[config.mk]
export PLATFORM = sky130hd
export DESIGN_NAME = ahbl_arb2
export DESIGN_NICKNAME = d
export VERILOG_FILES = /design/src/rtl/ahbl_arb2.sv
export SDC_FILE = /design/constraint.sdc
export NUM_CORES = 1
export LEC_CHECK = 0
export BUFFER_PORTS_ARGS = -buffer_cell sky130_fd_sc_hd__buf_2
export CORE_AREA = 2 2 120 122
export DETAILED_ROUTE_END_ITERATION = 16
export DIE_AREA = 0 0 122 124
export PLACE_DENSITY_LB_ADDON = 0.2
export RECOVER_POWER = 50
export SYNTH_ARGS = -nofsm -noshare
export SYNTH_HDL_FRONTEND = slang
export SYNTH_SLANG_ARGS = --single-unit
[constraint.sdc]
create_clock -name HCLK -period 1.7 [get_ports HCLK]
set_input_delay 0.17 -clock HCLK [delete_from_list [all_inputs] [get_ports HCLK]]
set_output_delay 0.17 -clock HCLK [all_outputs]
set_load 0.01 [all_outputs]
[src/rtl/ahbl_arb2.sv]
// Two-master AHB-Lite arbiter: per-port address holding registers let a losing
// master stall on its own HREADY; every transfer leaves as a single NONSEQ.
module ahbl_arb2 #(
  parameter logic PRIORITY = 1'b1  // 0 = fixed (M0 wins), 1 = round-robin
) (
  input  logic        HCLK,
  input  logic        HRESETn,
  input  logic [31:0] S0_HADDR,
  input  logic [1:0]  S0_HTRANS,
  input  logic        S0_HWRITE,
  input  logic [2:0]  S0_HSIZE,
  input  logic [31:0] S0_HWDATA,
  output logic        S0_HREADY,
  output logic [31:0] S0_HRDATA,
  input  logic [31:0] S1_HADDR,
  input  logic [1:0]  S1_HTRANS,
  input  logic        S1_HWRITE,
  input  logic [2:0]  S1_HSIZE,
  input  logic [31:0] S1_HWDATA,
  output logic        S1_HREADY,
  output logic [31:0] S1_HRDATA,
  output logic [31:0] M_HADDR,
  output logic [1:0]  M_HTRANS,
  output logic        M_HWRITE,
  output logic [2:0]  M_HSIZE,
  output logic [31:0] M_HWDATA,
  input  logic        M_HREADY,
  input  logic [31:0] M_HRDATA,
  output logic        GRANT
);

  typedef struct packed {
    logic [31:0] addr;
    logic        write;
    logic [2:0]  size;
  } addr_ph_t;

  addr_ph_t r_hold0, r_hold1;
  logic     r_pend0, r_pend1;
  logic     r_dp_valid, r_dp_owner;
  logic     r_lock, r_lock_owner;
  logic     r_last;

  addr_ph_t w_live_ap0, w_live_ap1, w_ap0, w_ap1, w_m_ap;
  logic     w_hready0, w_hready1;
  logic     w_live0, w_live1;
  logic     w_req0, w_req1, w_req_any;
  logic     w_grant, w_accept;
  logic     w_unused;

  // HTRANS[0] only separates NONSEQ/SEQ and IDLE/BUSY, which are merged here.
  assign w_unused = ^{S0_HTRANS[0], S1_HTRANS[0]};

  assign w_hready0 = ~r_pend0 & (~(r_dp_valid & ~r_dp_owner) | M_HREADY);
  assign w_hready1 = ~r_pend1 & (~(r_dp_valid &  r_dp_owner) | M_HREADY);

  assign w_live0 = S0_HTRANS[1] & w_hready0 & ~r_pend0;
  assign w_live1 = S1_HTRANS[1] & w_hready1 & ~r_pend1;

  assign w_req0    = r_pend0 | w_live0;
  assign w_req1    = r_pend1 | w_live1;
  assign w_req_any = w_req0 | w_req1;

  assign w_live_ap0 = '{addr: S0_HADDR, write: S0_HWRITE, size: S0_HSIZE};
  assign w_live_ap1 = '{addr: S1_HADDR, write: S1_HWRITE, size: S1_HSIZE};
  assign w_ap0      = r_pend0 ? r_hold0 : w_live_ap0;
  assign w_ap1      = r_pend1 ? r_hold1 : w_live_ap1;

  // While locked the stalled address phase keeps its owner so the bus sees a
  // stable address across wait states.
  always_comb begin
    w_grant = 1'b0;
    if (r_lock)
      w_grant = r_lock_owner;
    else if (!PRIORITY)
      w_grant = ~w_req0 & w_req1;
    else if (w_req0 & w_req1)
      w_grant = ~r_last;
    else
      w_grant = w_req1;
  end

  assign w_m_ap   = w_grant ? w_ap1 : w_ap0;
  assign w_accept = w_req_any & M_HREADY;

  assign M_HADDR   = w_m_ap.addr;
  assign M_HWRITE  = w_m_ap.write;
  assign M_HSIZE   = w_m_ap.size;
  assign M_HTRANS  = w_req_any ? 2'b10 : 2'b00;
  assign M_HWDATA  = r_dp_owner ? S1_HWDATA : S0_HWDATA;
  assign GRANT     = w_grant;
  assign S0_HREADY = w_hready0;
  assign S1_HREADY = w_hready1;
  assign S0_HRDATA = M_HRDATA;
  assign S1_HRDATA = M_HRDATA;

  always_ff @(posedge HCLK or negedge HRESETn) begin
    if (!HRESETn) begin
      r_dp_valid   <= 1'b0;
      r_dp_owner   <= 1'b0;
      r_last       <= 1'b1;
      r_lock       <= 1'b0;
      r_lock_owner <= 1'b0;
    end else begin
      if (w_accept) begin
        r_dp_valid <= 1'b1;
        r_dp_owner <= w_grant;
        r_last     <= w_grant;
      end else if (M_HREADY) begin
        r_dp_valid <= 1'b0;
      end
      if (M_HREADY) begin
        r_lock <= 1'b0;
      end else if (w_req_any) begin
        r_lock       <= 1'b1;
        r_lock_owner <= w_grant;
      end
    end
  end

  // A live request that is not accepted this cycle is parked in its holding register.
  always_ff @(posedge HCLK or negedge HRESETn) begin
    if (!HRESETn) begin
      r_pend0 <= 1'b0;
      r_hold0 <= '0;
    end else if (w_live0 && !(w_accept && !w_grant)) begin
      r_pend0 <= 1'b1;
      r_hold0 <= w_live_ap0;
    end else if (w_accept && !w_grant) begin
      r_pend0 <= 1'b0;
    end
  end

  always_ff @(posedge HCLK or negedge HRESETn) begin
    if (!HRESETn) begin
      r_pend1 <= 1'b0;
      r_hold1 <= '0;
    end else if (w_live1 && !(w_accept && w_grant)) begin
      r_pend1 <= 1'b1;
      r_hold1 <= w_live_ap1;
    end else if (w_accept && w_grant) begin
      r_pend1 <= 1'b0;
    end
  end

endmodule
==> run_summary.xml <==
<?xml version="1.0" encoding="UTF-8"?>
<metrics>
  <group name="global_routing">
    <metric name="globalRouteTotalUtil" unit="%">18.6</metric>
    <metric name="grt_antenna_before_repair" unit="">0</metric>
    <metric name="wire_length_of_the_first_global_routing_pass" unit="mm">21.2</metric>
    <metric name="grt_pass1_vias" unit="">4135</metric>
    <metric name="grt_start_max_net_pins" unit="">37</metric>
    <metric name="globalRoute.totalOverflow" unit="">0</metric>
  </group>
  <group name="sta">
    <metric name="timing.clock.skew" unit="ns">0.00715</metric>
    <metric name="post-route-worst-setup-slack" unit="ns">-0.661</metric>
    <metric name="fin_setup_tns" unit="ns">-40.08</metric>
    <metric name="setup_repair_after_global_routing_missed_its_margin" unit="">yes</metric>
    <metric name="maxSlewHeadroom" unit="%">56.1</metric>
    <metric name="final_period_minus_worst_setup_slack" unit="ns">2.36</metric>
    <metric name="finalSetupViolations" unit="">113</metric>
    <metric name="fmax" unit="GHz">0.424</metric>
    <metric name="min_period_over_period" unit="%">139</metric>
    <metric name="tightestPinTransition" unit="ns">0.658</metric>
    <metric name="timing_hold_violations_final" unit="">0</metric>
    <metric name="drv_slew" unit="">0</metric>
  </group>
  <group name="yosys">
    <metric name="post_synth_inst_count" unit="">421</metric>
    <metric name="yosysTopAreaCell" unit="">sky130_fd_sc_hd__dfrtp_1</metric>
    <metric name="ys_warnings" unit="">0</metric>
    <metric name="yosys.area.top_type_share" unit="%">38.0</metric>
    <metric name="synthArstFlopShare" unit="%">100</metric>
    <metric name="yosys-top-cells-area" unit="">sky130_fd_sc_hd__dfrtp_1 38%, sky130_fd_sc_hd__mux2_2 22%, sky130_fd_sc_hd__mux2i_1 21%, sky130_fd_sc_hd__buf_4 10%, sky130_fd_sc_hd__buf_2 1.2%</metric>
    <metric name="synth_cell_type_count" unit="">36</metric>
    <metric name="synth_flop_cell" unit="">sky130_fd_sc_hd__dfrtp_1</metric>
    <metric name="postSynthRegisterBits" unit="">79</metric>
    <metric name="synth-edff-count" unit="">0</metric>
    <metric name="synth_sequential_area_ratio" unit="%">38.5</metric>
    <metric name="synth.cell_area" unit="sq um">5140</metric>
    <metric name="post_syn_area_per_cell" unit="sq um">12.2</metric>
    <metric name="synth.top_cells.by_count" unit="">108 x sky130_fd_sc_hd__mux2i_1, 101 x sky130_fd_sc_hd__mux2_2, 78 x sky130_fd_sc_hd__dfrtp_1</metric>
    <metric name="synth.most_common_cell" unit="">sky130_fd_sc_hd__mux2i_1</metric>
    <metric name="synth_nets" unit="">596</metric>
  </group>
  <group name="worst_setup_path">
    <metric name="critical_path.endpoint_type" unit="">primary output</metric>
    <metric name="crit_path_top_delay_cell" unit="">sky130_fd_sc_hd__dfrtp_2</metric>
    <metric name="cpLargestDelayFamily" unit="">buffers and inverters</metric>
    <metric name="crit_arrival" unit="ns">2.19</metric>
    <metric name="crit_required" unit="ns">1.53</metric>
    <metric name="crit_path_max_fanout" unit="">7</metric>
    <metric name="critical_path.startpoint_type" unit="">register</metric>
    <metric name="timing.critical_path.buf_inv" unit="">3</metric>
    <metric name="cpPeakStageDelay" unit="ns">0.44</metric>
    <metric name="critPathKind" unit="">reg -&gt; out</metric>
    <metric name="path_cells" unit="">nor4b_4, nor2_2, o31ai_4, buf_12, buf_16, mux2i_1, buf_2</metric>
  </group>
  <group name="die">
    <metric name="io_pins" unit="">312</metric>
    <metric name="design.die.area" unit="sq um">15100</metric>
    <metric name="fp.dieH" unit="microns">124</metric>
    <metric name="core.rowCount" unit="">43</metric>
    <metric name="standard_cell_core_area" unit="sq um">13700</metric>
    <metric name="initial_utilization" unit="%">37.5</metric>
    <metric name="die-width" unit="microns">122</metric>
  </group>
  <group name="pwr">
    <metric name="peakVddDrop" unit="mV">0.714</metric>
    <metric name="leakage_component_of_the_power" unit="nW">3.53</metric>
    <metric name="p_per_area" unit="nW/um^2">1810</metric>
  </group>
  <group name="route">
    <metric name="detail_route.wirelength" unit="mm">14.8</metric>
    <metric name="routed-via-count" unit="">3974</metric>
    <metric name="detail_route.drc_violations" unit="">0</metric>
    <metric name="routed_via_density" unit="">5.01</metric>
    <metric name="detail_route.wl_per_cell" unit="microns">18.6</metric>
    <metric name="number_of_nets_with_antenna_violations_after_detailed_routing" unit="">0</metric>
    <metric name="drtIter0Drc" unit="">188</metric>
    <metric name="drt_pass1_iterations" unit="">4</metric>
  </group>
  <group name="cells_and_area">
    <metric name="post_route_cells_drive_above_1_share" unit="%">70.2</metric>
    <metric name="antenna_cells" unit="">0</metric>
    <metric name="layout.nets" unit="">784</metric>
    <metric name="final_standard_cell_count_with_taps_included_and_fillers_excluded" unit="">794</metric>
    <metric name="areaGrowthSynthToFinish" unit="%">41.6</metric>
    <metric name="final_util" unit="%">53.1</metric>
  </group>
  <group name="place">
    <metric name="gpl.final_weighted_congestion" unit="">0.822</metric>
    <metric name="port_buffers" unit="">212</metric>
    <metric name="dpl.cell_count" unit="">747</metric>
    <metric name="pre_cts_slack" unit="ns">-0.269</metric>
    <metric name="place_hpwl" unit="mm">9.85</metric>
  </group>
  <group name="status">
    <metric name="run_status" unit="">finished with violations</metric>
    <metric name="failed_checks" unit="">setup timing</metric>
  </group>
  <group name="cts">
    <metric name="number_of_buffers_added_by_the_clock_tree_synthesis_step" unit="">9</metric>
    <metric name="clockBufferDepth" unit="">2</metric>
    <metric name="htree_levels" unit="">3</metric>
    <metric name="clock_sinks" unit="">79</metric>
    <metric name="clk_pin_slew" unit="ns">0.06</metric>
    <metric name="clock_insertion_delay_worst_skew" unit="ns">0.34</metric>
    <metric name="cts_tree" unit="">yes</metric>
    <metric name="clock_tree.root_cell" unit="">sky130_fd_sc_hd__clkbuf_16</metric>
  </group>
  <group name="min_path">
    <metric name="hold_class" unit="">in -&gt; reg</metric>
  </group>
  <group name="job">
    <metric name="cap_viol_max_count" unit="">0</metric>
  </group>
</metrics>
## where the power goes
group	total, mW	internal [mW]	switching (mW)
sequential	3.37	2.84	0.531
clock	1.98	1.22	0.756
combinational	7.85	4.53	3.33
total	13.2	8.59	4.61
## worst reg2reg max path: cells and delay by family, from the launching register on
kind            cells  cell delay [ns]
simple gates        1             0.20
compound gates      1             0.20
mux                 1             0.28
buf+inv             6             0.83
flops               1             0.44
## flip-flops by register name (all words and copies together), names as in the netlist
signal	cells
r_dp_owner	1
r_dp_valid	1
r_hold0	36
r_hold1	36
r_last	1
r_lock	1
r_lock_owner	1
r_pend0	1
r_pend1	1
## metrics by stage
| step | area [sq um] | power, mW | hold slack (ns) |
|---|---|---|---|
| after detailed placement | 6250 | 9.69 | 0.101 |
| after CTS | 7050 | 12.7 | 0.0605 |
| final | 7280 | 13.2 | 0.0726 |
| after floorplan | 5370 | 7.98 | -0.126 |
| after global placement | 6250 | 9.54 | 0.103 |
| after global routing | 7280 | 14.0 | 0.0657 |
## kinds of logic after synthesis
family | synth area share [%]
mux | 44.3
buf+inv | 12.5
flops | 38.5
simple gates | 2.51
compound gates | 2.19
other cells | 0.0730
## cell type report
class | instances | area [sq um]
Inverter | 4 | 15.0
Multi-Input combinational cell | 248 | 2820
Sequential cell | 79 | 1980
Clock inverter | 2 | 38.8
Timing Repair Buffer | 267 | 1930
Tap cell | 180 | 225
Fill cell | 1234 | 6440
Clock buffer | 14 | 264
## per-layer routing
| layer | global-route usage, % | vias to the layer above | wire length [microns] | share of wire, % |
|---|---|---|---|---|
| met5 | 0 | - | 0 | 0 |
| met4 | 7.40 | 0 | 344 | 2.3 |
| met3 | 4.85 | 34 | 900 | 6.1 |
| met2 | 34.3 | 152 | 7890 | 53 |
| met1 | 20.2 | 1968 | 5620 | 38 |
| li1 | - | 1820 | - | - |
## path summary, 6_finish.rpt
kind / startpoint / to / cells after the start / slack (ns)
hold / removal: S1_HADDR[13] / r_hold1[17] / 2 / 0.07
min in group asynchronous: HRESETn / r_hold0[23] / 2 / 0.39
setup / recovery: r_pend0 / M_HADDR[29] / 7 / -0.66
setup reg to reg: r_pend0 / r_hold0[8] / 9 / -0.37
hold reg to reg: r_hold0[33] / r_hold0[33] / 1 / 0.50
max in group asynchronous: HRESETn / r_hold0[34] / 3 / 0.54
## layout by cell type (no fill, tap or decap), types with 2 or more instances in the layout
cell / netlist / routed
sky130_fd_sc_hd__dfrtp_2: 0 / 4
sky130_fd_sc_hd__buf_2: 12 / 202
sky130_fd_sc_hd__clkbuf_16: 0 / 12
sky130_fd_sc_hd__clkbuf_1: 2 / 3
sky130_fd_sc_hd__and2_1: 2 / 2
sky130_fd_sc_hd__mux2i_4: 0 / 11
sky130_fd_sc_hd__buf_16: 0 / 7
sky130_fd_sc_hd__buf_12: 0 / 11
sky130_fd_sc_hd__nor2_2: 0 / 2
sky130_fd_sc_hd__o21ai_2: 0 / 2
sky130_fd_sc_hd__mux2i_2: 0 / 14
sky130_fd_sc_hd__inv_1: 4 / 4
sky130_fd_sc_hd__mux2i_1: 108 / 83
sky130_fd_sc_hd__buf_6: 2 / 21
sky130_fd_sc_hd__dfrtp_1: 78 / 74
sky130_fd_sc_hd__nand2_1: 4 / 3
sky130_fd_sc_hd__mux2_4: 0 / 8
sky130_fd_sc_hd__o211ai_1: 2 / 2
sky130_fd_sc_hd__mux2_2: 101 / 98
sky130_fd_sc_hd__clkbuf_8: 0 / 2
sky130_fd_sc_hd__a21oi_2: 1 / 2
sky130_fd_sc_hd__buf_4: 69 / 20
## what timing repair did
item | CTS | global route
pin swaps | 5 | 10
resized for setup | 42 | 28
hold buffers | 1 | 0
hold endpoints to repair | 21 | 0
setup buffers | 15 | 5
cloned | 7 | 4
setup endpoints to repair | 146 | 147
No activity file was read; power rests on OpenSTA's default activity.
